**src/rtl/result_relu_stage_pkg.sv**
```systemverilog
// result_relu_stage_pkg: shared FSM states, FP32 constants, SRAM addresses and the ReLU transform
package result_relu_stage_pkg;
  typedef enum logic [2:0] {IDLE, READ, DRAIN, HEADER, DONE} state_t;
  localparam logic [31:0] FP32_POS_ZERO = 32'h0000_0000;
  localparam int SIGN_BIT = 31;
  localparam int HEADER_ADDR = 0;
  localparam int FIRST_DATA_ADDR = 1;
  // Any word with the sign bit set (including -0 and negative NaN) clamps to +0.
  function automatic logic [31:0] relu_fp32(input logic [31:0] d, input logic en);
    return (en && d[SIGN_BIT]) ? FP32_POS_ZERO : d;
  endfunction
endpackage

```
**src/rtl/result_relu_stage_fp32_relu.sv**
```systemverilog
// fp32_relu: one registered stage applying optional ReLU to an FP32 word
// ports: clk, reset_n (sync active-low); relu_enable; in_valid/in_addr/in_data from the
// result SRAM; out_valid/out_addr/out_data/out_nonzero registered towards the output SRAM
module fp32_relu
  import result_relu_stage_pkg::*;
#(
  parameter int ADDR_W = 16,
  parameter int DATA_W = 32
) (
  input  logic              clk,
  input  logic              reset_n,
  input  logic              relu_enable,
  input  logic              in_valid,
  input  logic [ADDR_W-1:0] in_addr,
  input  logic [DATA_W-1:0] in_data,
  output logic              out_valid,
  output logic [ADDR_W-1:0] out_addr,
  output logic [DATA_W-1:0] out_data,
  output logic              out_nonzero
);
  logic [DATA_W-1:0] xf;
  assign xf = relu_fp32(in_data, relu_enable);
  always_ff @(posedge clk) begin
    if (!reset_n) begin
      out_valid   <= 1'b0;
      out_addr    <= '0;
      out_data    <= '0;
      out_nonzero <= 1'b0;
    end else begin
      out_valid <= in_valid;
      if (in_valid) begin
        out_addr    <= in_addr;
        out_data    <= xf;
        out_nonzero <= xf != '0;
      end
    end
  end
endmodule

```
**src/rtl/result_relu_stage.sv**
```systemverilog
// result_relu_stage: copies N FP32 results (optionally ReLU'd) to output SRAM and writes a header
// ports: clk, reset_n (sync active-low); dut_valid/dut_ready start-done handshake;
// num_elements, relu_enable latched at start; result SRAM read address/data (1-cycle latency);
// output SRAM write enable/address/data. Header at address 0 = {nonzero_count, N}.
module result_relu_stage
  import result_relu_stage_pkg::*;
#(
  parameter int ADDR_W = 16,
  parameter int DATA_W = 32
) (
  input  logic              clk,
  input  logic              reset_n,
  input  logic              dut_valid,
  output logic              dut_ready,
  input  logic [15:0]       num_elements,
  input  logic              relu_enable,
  output logic [ADDR_W-1:0] dut__tb__sram_result_read_address,
  input  logic [DATA_W-1:0] tb__dut__sram_result_read_data,
  output logic              dut__tb__sram_output_write_enable,
  output logic [ADDR_W-1:0] dut__tb__sram_output_write_address,
  output logic [DATA_W-1:0] dut__tb__sram_output_write_data
);
  state_t state, state_nxt;
  logic [15:0] n_lat, nz_cnt, nz_nxt, rd_cnt;
  logic relu_lat, rd_vld, hdr_we, rl_vld, rl_nz;
  logic [ADDR_W-1:0] rd_idx, rl_addr;
  logic [DATA_W-1:0] rl_data, hdr_data;
  fp32_relu #(.ADDR_W(ADDR_W), .DATA_W(DATA_W)) u_relu (
    .clk         (clk),
    .reset_n     (reset_n),
    .relu_enable (relu_lat),
    .in_valid    (rd_vld),
    .in_addr     (rd_idx),
    .in_data     (tb__dut__sram_result_read_data),
    .out_valid   (rl_vld),
    .out_addr    (rl_addr),
    .out_data    (rl_data),
    .out_nonzero (rl_nz)
  );
  always_ff @(posedge clk) begin
    if (!reset_n) state <= IDLE;
    else state <= state_nxt;
  end
  // The read counter is compared before it increments, so N=65535 never wraps.
  always_comb begin
    state_nxt = state;
    unique case (state)
      IDLE:    if (dut_valid) state_nxt = (num_elements == 16'd0) ? HEADER : READ;
      READ:    if (rd_cnt == n_lat) state_nxt = DRAIN;
      DRAIN:   state_nxt = HEADER;
      HEADER:  state_nxt = DONE;
      DONE:    state_nxt = IDLE;
      default: state_nxt = IDLE;
    endcase
  end
  // Element and header writes never overlap, so the write port is a mux of registers.
  always_comb begin
    dut_ready                          = state == IDLE;
    dut__tb__sram_result_read_address  = ADDR_W'(rd_cnt);
    dut__tb__sram_output_write_enable  = rl_vld | hdr_we;
    dut__tb__sram_output_write_address = hdr_we ? ADDR_W'(HEADER_ADDR) : rl_addr;
    dut__tb__sram_output_write_data    = hdr_we ? hdr_data : rl_data;
  end
  // The header is built in the cycle the last element is written, so it counts that element too.
  assign nz_nxt = nz_cnt + 16'(rl_vld & rl_nz);
  always_ff @(posedge clk) begin
    if (!reset_n) begin
      rd_cnt   <= '0;
      rd_vld   <= 1'b0;
      rd_idx   <= '0;
      n_lat    <= '0;
      relu_lat <= 1'b0;
      nz_cnt   <= '0;
      hdr_we   <= 1'b0;
      hdr_data <= '0;
    end else begin
      rd_vld <= state == READ;
      rd_idx <= ADDR_W'(rd_cnt);
      nz_cnt <= nz_nxt;
      hdr_we <= state == HEADER;
      if (state == HEADER) hdr_data <= DATA_W'({nz_nxt, n_lat});
      if (state == IDLE && dut_valid) begin
        n_lat    <= num_elements;
        relu_lat <= relu_enable;
        nz_cnt   <= '0;
        rd_cnt   <= (num_elements == 16'd0) ? 16'd0 : 16'(FIRST_DATA_ADDR);
      end else if (state == READ && rd_cnt != n_lat) rd_cnt <= rd_cnt + 16'd1;
      else if (state == DONE) rd_cnt <= '0;
    end
  end
endmodule

```
**config.mk**
```make
export PLATFORM = sky130hd
export DESIGN_NAME = result_relu_stage
export DESIGN_NICKNAME = d
export VERILOG_FILES = /design/src/rtl/result_relu_stage_pkg.sv /design/src/rtl/result_relu_stage_fp32_relu.sv /design/src/rtl/result_relu_stage.sv
export SDC_FILE = /design/constraint.sdc
export NUM_CORES = 1
export LEC_CHECK = 0
export ABC_CLOCK_PERIOD_IN_PS = 2800
export CORE_UTILIZATION = 56
export DETAILED_ROUTE_END_ITERATION = 6
export GPL_ROUTABILITY_DRIVEN = 0
export PLACE_DENSITY = 0.84
export SKIP_LAST_GASP = 1
export SLEW_MARGIN = 40
export SYNTH_ARGS = -nofsm -noshare
export SYNTH_HDL_FRONTEND = slang
export SYNTH_SLANG_ARGS = --single-unit
```
**constraint.sdc**
```tcl
create_clock -name clk -period 2.8 [get_ports clk]
set_input_delay 0.7 -clock clk [delete_from_list [all_inputs] [get_ports clk]]
set_output_delay 0.7 -clock clk [all_outputs]
set_load 0.05 [all_outputs]
```
; Word-level counts from Yosys, hierarchy flattened
; Index checks and enable logic that the tools add are counted.
[totals]
inputBits = 52
mem_count = 0
elab_cells = 46
register_bits = 152
latch_bits = 0
ram_bits = 0
romBits = 0
[op_classes]
n_addsub = 2
n_reduce_logical = 9
shift = 0
n_eq_ne = 8
n_div = 0
n_bitwise = 3
n_mul = 0
order_cmp = 0
muxes = 11
[op_table]
columns = operator, count
row1 = 16-bit 2-to-1 mux, 4
row2 = 32-bit 2-to-1 mux, 2
row3 = 32-bit nonzero test, 1
row4 = 16-bit by 1-bit adder with 16-bit output, 1
row5 = "16-bit by 1-bit adder with 16-bit output, second input constant", 1
row6 = 16-bit equality test, 1
row7 = 16-bit logical NOT, 1
row8 = 16-bit != test, 1
row9 = 3-bit one-hot mux with 4 select lines, 1
row10 = "3-bit by 2-bit equality test with 1-bit output, second input constant", 2
row11 = 3-bit 2-to-1 mux, 2
row12 = "2-bit != test, second input constant", 2
row13 = "3-bit by 1-bit equality test with 1-bit output, second input constant", 1
row14 = "3-bit equality test, second input constant", 1
row15 = 1-bit logical AND, 3
row16 = 3-bit logical NOT, 1
row17 = 3-bit nonzero test, 1
row18 = 2-bit 2-to-1 mux, 1
row19 = 2-bit AND reduction, 1
row20 = 2-bit OR reduction, 1
row21 = 1-bit bitwise AND, 1
row22 = 1-bit 2-to-1 mux, 1
row23 = 1-bit NOT, 1
row24 = 1-bit OR, 1

; Logic depth before layout (Yosys ltp)
; Gate-level depths: netlist of run 1.
[logic_depth]
depth_word = 4
ltp_mapped = 8
ltp_nobuf = 8

; By module
; A second synthesis of run 1 with hierarchy kept.
[hier_totals]
cells_unflattened = 728
hier_area_um2 = 6632.6
[by_module_without_submodules]
columns = module, instances, cells_per_inst, seq_area_each_um2, area_per_inst_um2
row1 = result_relu_stage, 1, 519, 2042.0, 4609.4
row2 = fp32_relu, 1, 209, 1001.0, 2023.2

; Worst setup path after synthesis of run 1
; OpenSTA, ideal clock, no wires.
[synth_path]
kind = register -> register
startpoint = reg state[1]
endpoint = reg rd_cnt[0], in the netlist dut__tb__sram_result_read_address[0]
slack_ns = 0.240
arrival_ns = 2.438
period_less_slack_ns = 2.560
required_time_ns = 2.678
stages_incl_launch_ff = 7
path_cell_list = dfxtp_1 > clkbuf_1 > nor3_1 > and2_1 > clkbuf_1 > nor3_1 > a221o_1
[synth_via]
word_cells_on_any_way = 8
[synth_lines]
columns = item, line_no
row1 = start: declaration, result_relu_stage.sv:23  ; state_t state, state_nxt;
row2 = start signal: assignment, result_relu_stage.sv:42  ; else state <= state_nxt;
row3 = 3-bit logical NOT *, n/a
row4 = net dut_ready, result_relu_stage.sv:14  ; output logic dut_ready,
row5 = 1-bit logical AND *, result_relu_stage.sv:82  ; if (state == IDLE && dut_valid) begin
row6 = 3-bit nonzero test (no source line) / 16-bit 2-to-1 mux (equally long branches), n/a
row7 = end signal: assignment, result_relu_stage.sv:86  ; rd_cnt <= (num_elements == 16'd0) ? 16'd0 : 16'(FIRST_DATA_ADDR);
row8 = end signal: assignment, result_relu_stage.sv:87  ; end else if (state == READ && rd_cnt != n_lat) rd_cnt <= rd_cnt + 16'd1;
row9 = end: declaration, result_relu_stage.sv:24  ; logic [15:0] n_lat, nz_cnt, nz_nxt, rd_cnt;
; Mark *: on every way through the listed nets, which the timed path passes. The rest lies on a longest branch.
; A chain may end at the register's enable or synchronous reset.

; Final worst setup path of run 1
[layout_path]
startpoint = reg hdr_we
endpoint = out dut__tb__sram_output_write_data[1]
[layout_via]
elab_chain_len = 1
[layout_lines]
columns = item, line_no
row1 = start: declaration, result_relu_stage.sv:25  ; logic relu_lat, rd_vld, hdr_we, rl_vld, rl_nz;
row2 = start signal: assignment, result_relu_stage.sv:74  ; hdr_we <= 1'b0;
row3 = start signal: assignment, result_relu_stage.sv:80  ; hdr_we <= state == HEADER;
row4 = 32-bit 2-to-1 mux, result_relu_stage.sv:62  ; dut__tb__sram_output_write_data = hdr_we ? hdr_data : rl_data;
row5 = end: declaration, result_relu_stage.sv:21  ; output logic [DATA_W-1:0] dut__tb__sram_output_write_data
; Every way passes these cells.

==> results.cfg, run 1 <==
[timing]
rsz0062_at_grt = no
setup_violations = 0
skew_ns = 0.00646
tightestPinTransition_ns = 0.642
setup-tns-final_ns = 0
finalCritPeriodShare = 0.943
layout_min_cycle_time_ns = 2.64
slew_headroom = 0.572
slew_violations = 0
hold_viol_final = 0
max_freq_mhz = 379

[worst_setup_path]
critPathArrivalTime_ns = 1.94
critPathBufInv = 2
start_kind = flip-flop
ff2ff_setup_slack_ns = 0.47
path_cells = buf_6, mux2_2, buf_4
max_stage_delay_ns = 0.55
critPathMaxFanout = 33
required_ns = 2.10
crit_type = reg2out
cp_top_family = flip-flops
crit_slowest_cell = dfxtp_2
end_kind = output port

[synthesis]
synth_adder_area_share = 0.00583
syn_inst = 727
synth-seq-cells = 152
synth_top_family_by_area = simple AND/OR/NAND/NOR gates
yosysSeqAreaShare = 0.473
async_flop_share = 0
synth_top_area_cell = dfxtp_1
synth-xor-area-share = 0.0447
synth_enable_flop_cells = 0
syn_area_um2 = 6440
syn_nets = 782
synth_top_area_share = 0.473
synth_flop_cell = dfxtp_1
synth_area_leaders = dfxtp_1 47%, a21oi_1 5.6%, mux2_2 5.6%
synth_cell_types = 43
yosys_warnings = 0
syn_area_per_cell_um2 = 8.85
yosys.area_share.simple = 0.253
synth_compound_area_frac = 0.106
synth_mux_area_frac = 0.0809

[detailed_routing]
routedLengthMet1_um = 6730
drt_iter0_markers = 303
drcViolationCount = 0
avgRoutedWirePerCell_um = 16.5
wl_met3_um = 930
met2WireLength_um = 7930
highest-signal-layer = met4
drtPass1Iterations = 5
viasPerCell = 5.75
vias = 5587
ant_nets = 0
wl_um = 16000

[die]
start_util = 0.584
ios = 118
die_w_um = 109
row_count = 38
core_region_area_um2 = 11000
die_y_um = 109
die-area_um2 = 11900

[global_route]
grt_max_degree = 98
grt_antenna_before_repair = 0
grt_pass1_vias = 5123
grt.overflow.total = 0
track_usage = 0.275
grt_pass1_wl_um = 25100

[final_layout]
nets = 877
antenna_cells = 0
drive_above_1_share = 0.143
final_common_cell = dfxtp_1
area_growth_syn_to_layout_pct = 28.3
final_core_util = 0.749
final_cell_mix = 150 x dfxtp_1, 90 x nand2_1, 82 x clkdlybuf4s50_1, 72 x a21oi_1, 53 x nor2_1

[job]
cap_violations = 0

[hold_path]
hp-class = reg2reg

[power]
seqPwrFrac = 0.387
p_int_mw = 4.63
p_comb_frac = 0.243
irDropWorstVdd_mv = 0.512
p_leak_nw = 3.02
power.density_nw_per_um2 = 813
swShare = 0.311
clockPowerShare = 0.370
power.switching_mw = 2.09

[clocking]
cts_setup_buffers = 0
h-tree-depth = 4
cts_sinks = 152
cts_root_buf = clkbuf_16
cts_tree = done
cts_hold_buffers = 0
clk_pin_slew_ns = 0.06
clockBufferDepth = 2
cts_made_buffers = 17
worstSkewPairLatency_ns = 0.43

[status]
status = finished, final reports clean

[placed_design]
place_hpwl_um = 10800
io_buffers = 117
## final cells by class
cell class	instances	area, um^2
clock buffers	20	467
clock inverters	9	173
repair buffers	129	1220
multi-input cells	517	3160
inverters	5	18.8
fillers	754	2770
flip-flops and latches	152	3050
well taps	140	175
## worst paths after layout
check,startpoint,to,depth (start not counted)
min,hdr_data[10],hdr_data[10],2
max,hdr_we,dut__tb__sram_output_write_data[1],3
min reg2reg,hdr_data[10],hdr_data[10],2
max reg2reg,dut__tb__sram_result_read_address[3],dut__tb__sram_result_read_address[10],6
## power groups by stage
stage | sequential [mW] | clock [mW] | combinational [mW]
after global placement | 2.62 | 0 | 1.56
after CTS | 2.59 | 2.49 | 1.62
after detailed placement | 2.64 | 0 | 1.61
after global routing | 2.62 | 2.60 | 1.74
after floorplan | 2.55 | 0 | 1.19
final | 2.60 | 2.48 | 1.63
## logic make-up (layout without fill, tap and decap cells)
logic type | count (synthesis) | after routing
multiplexers | 48 | 48
AND/OR/NAND/NOR | 322 | 322
adder cells (fa/ha/maj) | 3 | 3
buffers and inverters | 58 | 163
XOR/XNOR | 32 | 32
flip-flops | 152 | 152
AO/OA/AOI/OAI | 112 | 112
## worst register-to-register path: stages, from the launching register on
cell	delay, ns
dfxtp_1	0.59
xnor2_1	0.21
nand4_2	0.15
nor4_4	0.47
buf_4	0.28
nor2_2	0.15
a221o_1	0.37
## synthesized netlist by cell type (all sizes together), types with 8 or more instances
master / instances
nand4: 11
nand3: 40
mux2: 32
dfxtp: 152
nand2b: 34
a211oi: 11
and2: 22
nand2: 90
a221o: 12
nor2: 54
buf: 18
clkbuf: 35
nor3: 19
o21ai: 8
nor4: 17
a21oi: 72
nor2b: 18
xnor2: 27
mux2i: 16
## metrics by stage
step	setup slack (ns)	area, um^2	hold WS, ns	power [mW]	instances
after floorplan	0.240	6440	0.433	3.74	727
after global placement	0.538	7610	0.445	4.19	942
after detailed placement	0.413	7610	0.447	4.24	942
after CTS	0.0194	8250	0.455	6.71	971
after global routing	0.0654	8260	0.473	6.96	972
final	0.159	8260	0.453	6.71	972
## repair_timing
item / 4_1_cts / 5_1_grt
resized for setup: 0 / 2
hold endpoints to repair: 0 / 0
setup endpoints to repair: 0 / 33
## state kept, by name, summed over array words and instances, names as in the netlist
register                           flops
hdr_data                              32
u_relu.out_addr                       16
rd_vld                                 1
u_relu.out_data                       32
relu_lat                               1
hdr_we                                 1
dut__tb__sram_result_read_address     16
nz_cnt                                16
rd_idx                                16
state                                  3
u_relu.out_nonzero                     1
n_lat                                 16
u_relu.out_valid                       1
## metal layers
metal  global-route usage  vias up
met5                    0        -
met4                0.114        0
met3               0.0693       31
met2                0.456      210
met1                0.339     2642
li1                     -     2704
No activity file was read; power rests on OpenSTA's default activity.
==> run 2, diff against run 1 <==
CTS_CLUSTER_SIZE = 16   (was not set)
==> results of run 2 <==
The final DEF is identical to that of run 1; final timing and power are the same.
==> run 3, diff against run 2 <==
GPL_TIMING_DRIVEN = 0   (was not set)
==> results.cfg, run 3 (synthesis results as in run 1) <==
[placed_design]
place_hpwl_um = 12500
dp.cells = 983
io_buffers = 116

[clocking]
cts_hold_buffers = 0
cts_made_buffers = 17
cts_root_buf = clkbuf_16
cts_tree = done
clockBufferDepth = 2
h-tree-depth = 4
worstSkewPairLatency_ns = 0.43
clk_pin_slew_ns = 0.06
cts_sinks = 152
cts_setup_buffers = 0

[timing]
max_freq_mhz = 368
setup_violations = 0
skew_ns = 0.00614
finalCritPeriodShare = 0.971
worst_hold_slack_ns = 0.465
hold_viol_final = 0
slew_headroom = 0.499
layout_min_cycle_time_ns = 2.72
slew_violations = 0
rsz0062_at_grt = no
setup-tns-final_ns = 0
tightestPinTransition_ns = 0.752

[detailed_routing]
ant_nets = 0
wl_um = 17900
avgRoutedWirePerCell_um = 17.6
drtPass1Iterations = 6
drcViolationCount = 0
drt_iter0_markers = 559
viasPerCell = 5.86
vias = 5943

[die]
die-area_um2 = 11900
ios = 118
row_count = 38
start_util = 0.584
die_y_um = 109
die_w_um = 109
core_region_area_um2 = 11000

[final_layout]
final_common_cell = dfxtp_1
largestRegisters = hdr_data (32), u_relu.out_data (32)
final_cell_mix = 152 x dfxtp_1, 90 x nand2_1, 73 x clkdlybuf4s50_1, 72 x a21oi_1, 53 x nor2_1
antenna_cells = 0
n_fill_cell = 775
final_core_util = 0.759
final_cells = 1015
drive_above_1_share = 0.101
multi_input_area_um2 = 3160
nets = 917
area_growth_syn_to_layout_pct = 30.0
seqCellArea_um2 = 3040

[worst_setup_path]
rr_worst_depth = 6
r2r_start = dut__tb__sram_result_read_address[5]
start_kind = flip-flop
regToRegEndpoint = dut__tb__sram_result_read_address[8]
critPathMaxFanout = 10
critPathArrivalTime_ns = 2.02
crit_type = reg2out
end_kind = output port
ff2ff_setup_slack_ns = 0.54
required_ns = 2.10

[hold_path]
hold-path-endpoint = hdr_data[6]
hp-start = hdr_data[6]
hp-class = reg2reg
hold_depth = 2

[power]
irDropWorstVdd_mv = 0.682
power.density_nw_per_um2 = 806
p_leak_nw = 3.18
totalPowerFinal_mw = 6.75

[global_route]
grt_max_degree = 17
grt_pass1_wl_um = 27900
grt_antenna_before_repair = 0
grt.overflow.total = 0
grt_pass1_vias = 5718
track_usage = 0.311

[status]
status = finished, final reports clean

[job]
cap_violations = 0
[run 3: changes by cell type in the layout (fill, tap and decap cells not counted), sizes merged, moves of 2 or more]
cell and change:
dlygate4sd2 +42, clkdlybuf4s50 -9, clkinvlp +2, clkbuf +34
clkinv +2, buf -27
[run 3: how the worst max path moves through the flow]
stage,startpoint,slack [ns],depth (start not counted),endpoint
final,hdr_we,0.08,4,dut__tb__sram_output_write_address[9]
after global routing,hdr_we,0.02,4,dut__tb__sram_output_write_address[14]
after CTS,hdr_we,-0.09,4,dut__tb__sram_output_write_enable
after detailed placement,hdr_we,-0.31,4,dut__tb__sram_output_write_enable
after global placement,hdr_we,-0.23,4,dut__tb__sram_output_write_enable
after floorplan,state[1],0.24,6,dut__tb__sram_result_read_address[0]
[run 3: per-layer routing]
layer / vias to the layer above / wire length, um / GRT usage
met5: - / 0 / 0
met3: 39 / 1130 / 0.0807
met4: 0 / 376 / 0.128
met2: 269 / 8920 / 0.521
met1: 2852 / 7440 / 0.380
li1: 2783 / - / -
[run 3: worst max-delay path, cell delays in order (launching register included)]
cell           delay, ns
dfxtp_1             0.45
buf_2               0.31
buf_2               0.31
nor2b_1             0.08
dlygate4sd2_1       0.43
[run 3: repair_timing]
action / CTS / global route
endpoints found under the setup margin: 50 / 3
gates resized for setup: 48 / 3
pin swaps: 0 / 0
[run 3: report_power, final]
part,switching (mW),internal (mW)
clock network,0.895,1.60
registers,0.177,2.37
logic,1.12,0.587
[run 3: layout make-up]
cell class / count / area share
multi-input combinational: 517 / 0.377
sequential: 152 / 0.364
timing repair buffer: 116 / 0.132
clock buffer: 19 / 0.0529
buffer: 53 / 0.0271
clock inverter: 13 / 0.0241
tap: 140 / 0.0209
inverter: 5 / 0.00224
[run 3: through the flow]
stage | area [um^2] | setup WS, ns
floorplan | 6440 | 0.240
global placement | 7770 | -0.234
detailed placement | 7770 | -0.306
CTS | 8370 | -0.0913
global route | 8370 | 0.0189
finish | 8370 | 0.0822
